File: src/rtl/rasterizer_pixel_walker.sv
// Raster-order walker over the screen-clipped bounding box of one set-up
// triangle. Emits LANES horizontally adjacent pixel candidates per beat with
// a lane mask, under valid/ready flow control, and can chain triangles
// back to back without an idle cycle.

package rasterizer_pixel_walker_pkg;

  // Set-up triangle as delivered by triangle setup. The walker only looks at
  // the bounding box; the rest travels along untouched for pixel evaluation.
  typedef struct packed {
    logic [15:0] tri_id;
    logic [31:0] setup_data;
    logic [15:0] bbox_min_x;
    logic [15:0] bbox_min_y;
    logic [15:0] bbox_max_x;
    logic [15:0] bbox_max_y;
  } triangle_state_t;

endpackage

module rasterizer_pixel_walker
  import rasterizer_pixel_walker_pkg::*;
#(
  parameter int LANES    = 4,
  parameter int SCREEN_W = 320,
  parameter int SCREEN_H = 240
) (
  input  logic            clk,
  input  logic            rst,
  input  logic            tri_valid,
  output logic            tri_ready,
  input  triangle_state_t tri_in,
  output logic            pix_valid,
  input  logic            pix_ready,
  output logic [15:0]     pix_x_base,
  output logic [15:0]     pix_y,
  output logic [LANES-1:0] pix_lane_mask,
  output triangle_state_t pix_triangle,
  output logic            pix_last,
  output logic            tri_done,
  output logic            busy
);

  // Lane alignment: clearing the low log2(LANES) bits of x gives lane 0.
  localparam logic [15:0] ALIGN_MASK = ~16'(LANES - 1);
  localparam logic [15:0] LANES16    = 16'(LANES);
  localparam logic [16:0] LANES17    = 17'(LANES);
  localparam logic [15:0] X_LIMIT    = 16'(SCREEN_W - 1);
  localparam logic [15:0] Y_LIMIT    = 16'(SCREEN_H - 1);

  typedef enum logic {
    IDLE,
    WALK
  } state_t;

  // Clamp a bbox maximum to the last on-screen coordinate.
  function automatic logic [15:0] clip_max(input logic [15:0] v, input logic [15:0] lim);
    return (v > lim) ? lim : v;
  endfunction

  // Control state (reset)
  state_t      state_q, state_d;
  logic        done_q, done_d;
  logic [15:0] x_q, x_d;
  logic [15:0] y_q, y_d;

  // Per-triangle walk parameters (captured at accept, not reset)
  triangle_state_t tri_q, tri_d;
  logic [15:0] minx_q, minx_d;
  logic [15:0] ax_q, ax_d;
  logic [15:0] cmaxx_q, cmaxx_d;
  logic [15:0] cmaxy_q, cmaxy_d;

  // Decode of the current beat and of the incoming triangle
  logic        walk;
  logic        row_end;
  logic        last;
  logic        xfer;
  logic        accept;
  logic [15:0] in_cmaxx;
  logic [15:0] in_cmaxy;
  logic        in_empty;
  logic [16:0] lane_x;

  assign walk     = (state_q == WALK);
  // Row ends when the next lane group would start beyond the clipped max x;
  // done in 17 bits so a base near 0xFFFF cannot wrap.
  assign row_end  = (({1'b0, x_q} + LANES17) > {1'b0, cmaxx_q});
  assign last     = walk & row_end & (y_q == cmaxy_q);
  assign xfer     = walk & pix_ready;
  // A new triangle may enter while the final beat of the current one leaves.
  assign tri_ready = ~walk | (xfer & last);
  assign accept   = tri_valid & tri_ready;

  assign in_cmaxx = clip_max(tri_in.bbox_max_x, X_LIMIT);
  assign in_cmaxy = clip_max(tri_in.bbox_max_y, Y_LIMIT);
  assign in_empty = (tri_in.bbox_min_x > in_cmaxx) | (tri_in.bbox_min_y > in_cmaxy);

  assign pix_valid    = walk;
  assign busy         = walk;
  assign pix_last     = last;
  assign pix_x_base   = x_q;
  assign pix_y        = y_q;
  assign pix_triangle = tri_q;
  assign tri_done     = done_q;

  // Lane mask: each lane is live when its x lies inside [min_x, clipped max_x].
  always_comb begin
    pix_lane_mask = '0;
    lane_x        = '0;
    for (int i = 0; i < LANES; i++) begin
      lane_x = {1'b0, x_q} + 17'(i);
      pix_lane_mask[i] = walk & (lane_x >= {1'b0, minx_q}) & (lane_x <= {1'b0, cmaxx_q});
    end
  end

  // Next-state: advance on beat transfer, finish on last beat, load on accept.
  always_comb begin
    state_d = state_q;
    done_d  = 1'b0;
    x_d     = x_q;
    y_d     = y_q;
    tri_d   = tri_q;
    minx_d  = minx_q;
    ax_d    = ax_q;
    cmaxx_d = cmaxx_q;
    cmaxy_d = cmaxy_q;

    if (xfer) begin
      if (last) begin
        state_d = IDLE;
        done_d  = 1'b1;
      end else if (row_end) begin
        y_d = y_q + 16'd1;
        x_d = ax_q;
      end else begin
        x_d = x_q + LANES16;
      end
    end

    // Accept overrides the end-of-walk return to IDLE so chained triangles
    // start streaming the very next cycle.
    if (accept) begin
      if (in_empty) begin
        done_d = 1'b1;
      end else begin
        state_d = WALK;
        tri_d   = tri_in;
        minx_d  = tri_in.bbox_min_x;
        ax_d    = tri_in.bbox_min_x & ALIGN_MASK;
        cmaxx_d = in_cmaxx;
        cmaxy_d = in_cmaxy;
        x_d     = tri_in.bbox_min_x & ALIGN_MASK;
        y_d     = tri_in.bbox_min_y;
      end
    end
  end

  // Control registers, cleared by reset (an abort drops the partial walk).
  always_ff @(posedge clk) begin
    if (rst) begin
      state_q <= IDLE;
      done_q  <= 1'b0;
      x_q     <= '0;
      y_q     <= '0;
    end else begin
      state_q <= state_d;
      done_q  <= done_d;
      x_q     <= x_d;
      y_q     <= y_d;
    end
  end

  // Walk parameters; only meaningful while walking, so no reset needed.
  always_ff @(posedge clk) begin
    tri_q   <= tri_d;
    minx_q  <= minx_d;
    ax_q    <= ax_d;
    cmaxx_q <= cmaxx_d;
    cmaxy_q <= cmaxy_d;
  end

endmodule
File: config.mk
export PLATFORM = sky130hd
export DESIGN_NAME = rasterizer_pixel_walker
export DESIGN_NICKNAME = d
export VERILOG_FILES = /design/src/rtl/rasterizer_pixel_walker.sv
export SDC_FILE = /design/constraint.sdc
export NUM_CORES = 1
export LEC_CHECK = 0
export CORE_MARGIN = 2
export CORE_UTILIZATION = 55
export DETAILED_ROUTE_END_ITERATION = 12
export GPL_ROUTABILITY_DRIVEN = 0
export PLACE_DENSITY = 0.84
export SETUP_SLACK_MARGIN = 0.5
export SKIP_LAST_GASP = 1
export SLEW_MARGIN = 15
export SYNTH_ARGS = -nofsm -noshare
export SYNTH_HDL_FRONTEND = slang
export SYNTH_SLANG_ARGS = --single-unit
File: constraint.sdc
create_clock -name clk -period 18.1 [get_ports clk]
set_clock_uncertainty 0.15 [all_clocks]
set_input_delay 3.62 -clock clk [delete_from_list [all_inputs] [get_ports clk]]
set_output_delay 3.62 -clock clk [all_outputs]
set_load 0.02 [all_outputs]
==> flow_summary.yaml, run 1 <==
status:
  status: "complete, no violations"
timing:
  slew_viol_final: 0
  rsz0062_at_grt: "no"
  worstMarginPinSlew_ns: 1.18
  finalHoldViolCount: 0
  period_share_pct: 50.2
  setup_tns_ns: 0
  setup_viol: 0
  min_period_ns: 9.09
  slew_headroom_pct: 21.1
  setup_slack_ns: 9.01
  fmax_mhz: 110
worst_setup_path:
  end_kind: "primary output"
  cp_top_family: "simple AND/OR/NAND/NOR gates"
  timing.rr.end: "cmaxx_q[0]"
  worstSetupPathDepth: 13
  cpMaxStageDelayCell: "dfxtp_1"
  reg2reg_depth: 15
  crit_buf_inv: 1
  critical_path_class: "register to primary output"
  crit_path_start_kind: "register"
  crit_chain: "ha_1 -> and3_1 -> nand3_1 -> nor2_1 -> and3_1 -> xor2_1 -> ha_1 -> nand3_1 -> nor4_1 -> a2111oi_2 -> a21o_1 -> o21ai_1 -> clkdlybuf4s50_1"
  rrSetupSlack_ns: 11.93
  required_ns: 14.33
  r2r_start: "pix_x_base[2]"
  cp_slowest_stage_delay_ns: 0.73
  path_max_fanout: 15
  cp.arrival_ns: 5.32
placement:
  dp_hpwl_um: 27100
  placed_area_um2: 14300
  place_ws_ns: 9.11
  io_buffers: 268
clock_tree:
  clk_path_buf_depth: 2
  holdBufCountCts: 0
  cts.reportedPaths.clkPinSlew_ns: 0.07
  postCtsSetupBuffers: 0
  htreeDepth: 4
  clkLatencyLatePin_ns: 0.43
  cts.sinks: 178
  cts_tree: "built"
  postCtsResizedCells: 0
  clock-root-buffer: "clkbuf_16"
  cts_inserted_buffers: 17
route:
  postRouteAntennaNets: 0
  vias: 9533
  wl_um: 35600
  post_drt_wl_per_cell_um: 22.1
  via_per_inst: 5.92
  wl_met3_um: 2980
  drtPass1Iterations: 8
  met1Wirelength_um: 13300
  wl_met2_um: 17900
  drt_iter0_markers: 852
  top_layer: "met4"
  drcViolationCount: 0
cells_and_area:
  area_growth_pct: 31.3
  register_area_um2: 5000
  n_antenna_cell: 0
  fill_cells: 1337
  drive_above_1_share_pct: 4.03
  multi_input_area_um2: 6010
  final_core_util_pct: 73.5
  layout.nets: 1620
  finish.instance_area_um2: 14900
global_routing:
  overflow: 0
  grt_pass1_vias: 9950
  grt_max_degree: 82
  grtUsageTotal_pct: 32.9
  grt_pass1_wl_um: 54700
  antenna_found_initial: 0
worst_hold_path:
  worstHoldStart: "pix_y[15]"
  min_to: "pix_y[15]"
  min_path_cells: 2
  worstHoldPathType: "register to register"
yosys:
  synth_xor_area_share_pct: 6.50
  seq_area_frac_synth_pct: 44.2
  synth.area.mux_share_pct: 0.442
  avgSynthCellArea_um2: 10.9
  synth_area_um2: 11300
  synthAdderAreaFrac_pct: 19.4
  ys_ff_latch: 178
  synth-simple-area-share_pct: 13.2
  synth_edf_count: 144
  ys.flop_type: "edfxtp_1"
  yosysWarningCount: 0
  synth_top_family_by_area: "adder cells"
  synthArstFlopShare_pct: 0
  ys_types: 64
  syn_inst: 1043
  synth_compound_area_share_pct: 12.5
floorplan:
  io_pins: 269
  std_cell_rows: 52
  core_um2: 20200
  die-area_um2: 21800
  start_util_pct: 56.0
  die_y_um: 147
  chipWidth_um: 147
job:
  cap_violations: 0
power:
  power.density_nw_per_um2: 76.3
  p_leak_nw: 6.17
  total_power_mw: 1.13
  peakVddDrop_mv: 0.0929
where the power goes:
group	internal [mW]	total, mW	switching, mW	leakage, nW
Combinational	0.127	0.284	0.157	4.27
Sequential	0.475	0.504	0.0295	1.63
Clock	0.180	0.346	0.166	0.272
worst max path at each step:
stage	from	end
floorplan	tri_in[29]	cmaxx_q[0]
global placement	pix_ready	tri_ready
detailed placement	pix_ready	tri_ready
CTS	pix_x_base[2]	tri_ready
global route	pix_x_base[2]	tri_ready
finish	pix_x_base[2]	tri_ready
cell families after synthesis:
kind of cell | count (synthesis)
DFF | 178
AOI/OAI and AO/OA | 211
xor gates and xnor gates | 84
adders and majority gates | 176
buffers and inverters | 99
and+or+nand+nor | 288
other | 2
muxes | 5
cell usage in the layout (no fill, tap or decap), types with 3 or more instances in the layout:
cell type,instances
a221oi_1,3
dfxtp_1,34
nand2b_1,5
clkinv_4,3
xor2_1,28
inv_6,5
a221o_1,3
nand4_1,35
conb_1,30
nor2b_1,14
a21o_1,33
a211oi_1,38
clkinv_2,3
a21oi_1,55
mux2i_1,5
nor3_1,12
nor4_1,7
o21a_1,11
ha_1,176
or2_2,8
xnor2_1,56
inv_1,64
clkdlybuf4s50_1,268
and3_1,11
nor2_1,73
o21ai_0,31
clkbuf_16,17
edfxtp_1,144
nand3_1,31
nand2_1,63
buf_4,4
o211ai_1,7
and4_1,12
and2_1,4
layout make-up:
class                      instances  area share [%]
clock buffer                      18            2.89
multi-input combinational        794            40.4
timing repair buffer             272            18.2
clock inverter                    14           0.825
sequential                       178            33.7
tap                              270            2.27
inverter                          65            1.67
metrics by stage:
stage / hold WS, ns / std cells
floorplan: 0.503 / 1071
CTS: 0.488 / 1611
global route: 0.527 / 1611
global placement: 0.463 / 1579
finish: 0.493 / 1611
detailed placement: 0.468 / 1579
per-layer routing:
layer | GRT usage (%) | vias to the layer above
met5 | 0 | -
met2 | 58.2 | 440
met3 | 8.64 | 103
met1 | 37.6 | 4566
li1 | - | 4424
met4 | 14.0 | 0
synthesized netlist by cell type (3+ instances only):
| cell | n | area, µm² |
|---|---|---|
| a221oi_1 | 3 | 26.3 |
| a21oi_1 | 55 | 275 |
| a211oi_1 | 38 | 285 |
| inv_1 | 65 | 244 |
| edfxtp_1 | 144 | 4320 |
| nor3_1 | 12 | 60.1 |
| clkbuf_1 | 13 | 48.8 |
| nand2_1 | 63 | 236 |
| and3_1 | 11 | 68.8 |
| o211ai_1 | 7 | 52.6 |
| dfxtp_1 | 34 | 681 |
| nor2b_1 | 14 | 87.6 |
| and2_1 | 4 | 25.0 |
| buf_1 | 3 | 11.3 |
| o21ai_0 | 31 | 155 |
| nand2b_1 | 6 | 37.5 |
| nand3_1 | 31 | 155 |
| or2_2 | 8 | 50.1 |
| o21a_1 | 11 | 82.6 |
| and4_1 | 12 | 105 |
| nor4_1 | 7 | 43.8 |
| buf_4 | 6 | 45.0 |
| xor2_1 | 28 | 245 |
| nor2_1 | 73 | 274 |
| nand4_1 | 35 | 219 |
| xnor2_1 | 56 | 490 |
| a221o_1 | 3 | 30.0 |
| ha_1 | 176 | 2200 |
| mux2i_1 | 5 | 50.1 |
| a21o_1 | 33 | 248 |
| buf_2 | 10 | 50.1 |
worst register-to-register path: stages (launching register included):
cell       delay (ns)
dfxtp_1          0.73
ha_1             0.39
and3_1           0.23
nand3_1          0.19
nor2_1           0.33
and3_1           0.32
xor2_1           0.14
ha_1             0.34
nand3_1          0.12
nor4_1           0.41
a2111oi_2        0.15
a21o_1           0.40
o21ai_1          0.38
nand2b_2         0.14
inv_6            0.53
buf_4            0.77
registers in the layout, summed over array words and instances (netlist names):
signal	cells
pix_x_base	16
busy	1
pix_triangle	96
pix_y	16
minx_q	16
cmaxy_q	16
tri_done	1
cmaxx_q	16
(Power assumes the default switching activity.)
==> inputs of run 2 (changes only) <==
--- a/config.mk
+++ b/config.mk
@@ -6,10 +6,10 @@
 export NUM_CORES = 1
 export LEC_CHECK = 0
 export CORE_MARGIN = 2
-export CORE_UTILIZATION = 55
+export CORE_UTILIZATION = 51
 export DETAILED_ROUTE_END_ITERATION = 12
 export GPL_ROUTABILITY_DRIVEN = 0
-export PLACE_DENSITY = 0.84
+export PLACE_DENSITY = 0.79
 export SETUP_SLACK_MARGIN = 0.5
 export SKIP_LAST_GASP = 1
 export SLEW_MARGIN = 15
==> constraint.sdc (replaced) <==
create_clock -name clk -period 8.8 [get_ports clk]
set_clock_uncertainty 0.15 [all_clocks]
set_input_delay 1.76 -clock clk [delete_from_list [all_inputs] [get_ports clk]]
set_output_delay 1.76 -clock clk [all_outputs]
set_load 0.02 [all_outputs]
==> run 2 against run 1 <==
Against the previous run:
- cell count grew 0.50%
- via count shrank 1.9%
- non-clock buffer count shrank 1
==> flow_summary.yaml, run 2 (synthesis results as in run 1) <==
clock_tree:
  htreeDepth: 4
  cts_tree: "built"
  clock-root-buffer: "clkbuf_16"
  postCtsResizedCells: 0
  holdBufCountCts: 0
  clkLatencyLatePin_ns: 0.44
  clk_path_buf_depth: 2
  postCtsSetupBuffers: 0
  cts.reportedPaths.clkPinSlew_ns: 0.07
  cts_inserted_buffers: 17
  cts.sinks: 178
worst_setup_path:
  r2r_start: "pix_x_base[2]"
  end_kind: "primary output"
  crit_start: "pix_x_base[2]"
  cp.arrival_ns: 5.36
  crit_path_start_kind: "register"
  rrSetupSlack_ns: 2.64
  critical_path_class: "register to primary output"
  path_max_fanout: 15
  required_ns: 6.89
global_routing:
  grt_pass1_vias: 9805
  antenna_found_initial: 0
  grt_max_degree: 121
  overflow: 0
  grt_pass1_wl_um: 53500
  grtUsageTotal_pct: 29.6
cells_and_area:
  drive_above_1_share_pct: 3.96
  layout_common_cells: "clkdlybuf4s50_1, ha_1, edfxtp_1"
  layout.nets: 1619
  layout_commonest_cell: "clkdlybuf4s50_1"
  fill_cells: 1628
  largest_reg_flops: 96
  register_area_um2: 5000
  multi_input_area_um2: 6010
  n_antenna_cell: 0
  finish.instance_area_um2: 14900
  area_growth_pct: 31.7
floorplan:
  chipWidth_um: 153
  std_cell_rows: 54
  die-area_um2: 23400
  start_util_pct: 51.9
  io_pins: 269
  die_y_um: 153
  core_um2: 21800
route:
  post_drt_wl_per_cell_um: 21.4
  drcViolationCount: 0
  postRouteAntennaNets: 0
  via_per_inst: 5.78
  drt_iter0_markers: 716
  vias: 9353
  wl_um: 34600
  drtPass1Iterations: 5
worst_hold_path:
  worstHoldStart: "pix_y[15]"
  worstHoldPathType: "register to register"
timing:
  finalHoldViolCount: 0
  fmax_mhz: 137
  min_period_ns: 7.27
  period_share_pct: 82.7
  worstMarginPinSlew_ns: 1.07
  slew_viol_final: 0
  setup_viol: 0
  rsz0062_at_grt: "no"
  setup_tns_ns: 0
  slew_headroom_pct: 28.5
power:
  pwr-share-comb_pct: 24.4
  p_int_mw: 1.64
  net-switching-power_mw: 0.731
  clkPwrFrac_pct: 31.9
  power.density_nw_per_um2: 159
  p_leak_nw: 6.18
  power_switching_share_pct: 30.8
  peakVddDrop_mv: 0.165
  seqPwrFrac_pct: 43.7
placement:
  io_buffers: 268
  placed_area_um2: 14300
  dp_hpwl_um: 27500
job:
  cap_violations: 0
status:
  status: "complete, no violations"
-- run 2: cell count changes in the layout (fill, tap and decap cells not counted) --
cell        change
clkinv_2        -3
clkinv_4        -2
buf_4           -1
bufinv_16       +1
clkbuf_1        -1
clkinv_8        +1
clkinvlp_4      +1
inv_6           +1
inv_8           +1
-- run 2: metal layers --
| layer | global-route usage, % | part of all wire [%] | up-vias |
|---|---|---|---|
| met4 | 12.0 | 3.2 | 0 |
| li1 | - | - | 4423 |
| met3 | 7.51 | 7.5 | 65 |
| met1 | 34.7 | 39 | 4492 |
| met2 | 52.0 | 50 | 373 |
| met5 | 0 | 0 | - |
-- run 2: power by group through the flow --
| stage | Sequential, mW | Clock (mW) | Combinational [mW] |
|---|---|---|---|
| final | 1.04 | 0.756 | 0.580 |
| after global routing | 1.04 | 0.795 | 0.632 |
| after CTS | 1.04 | 0.760 | 0.574 |
| after detailed placement | 1.05 | 0 | 0.570 |
| after global placement | 1.05 | 0 | 0.556 |
| after floorplan | 1.09 | 0 | 0.288 |
-- run 2: cell type report --
| type | count | share of cell area [%] |
|---|---|---|
| clock buffer | 17 | 2.85 |
| clock inverter | 14 | 1.10 |
| inverter | 65 | 1.67 |
| multi-input combinational | 794 | 40.3 |
| sequential | 178 | 33.6 |
| tap | 280 | 2.35 |
| timing repair buffer | 271 | 18.1 |
-- run 2: per-stage QoR --
stage	util [%]	power [mW]	setup slack, ns	hold WS [ns]	instances
2_1_floorplan	-	1.37	1.25	0.503	1071
5_1_grt	68.3	2.47	1.11	0.539	1619
3_3_place_gp	65.6	1.61	2.17	0.463	1588
4_1_cts	68.3	2.37	1.59	0.497	1619
6_report	68.3	2.37	1.53	0.500	1619
3_5_place_dp	65.6	1.62	2.02	0.470	1588
-- run 2: worst paths after layout --
check,endpoint,cells after the start
max,tri_ready,13
min,pix_y[15],2
max reg2reg,pix_triangle[5],15
min reg2reg,pix_y[15],2
-- run 2: critical path, cell delays in order, from the launching register on --
cell and delay (ns):
dfxtp_1 0.72, ha_1 0.41, and3_1 0.24, nand3_1 0.19
nor2_1 0.33, and3_1 0.28, xor2_1 0.12, ha_1 0.32
nand3_1 0.12, nor4_1 0.46, a2111oi_2 0.16, a21o_1 0.41
o21ai_1 0.46, clkdlybuf4s50_1 0.70
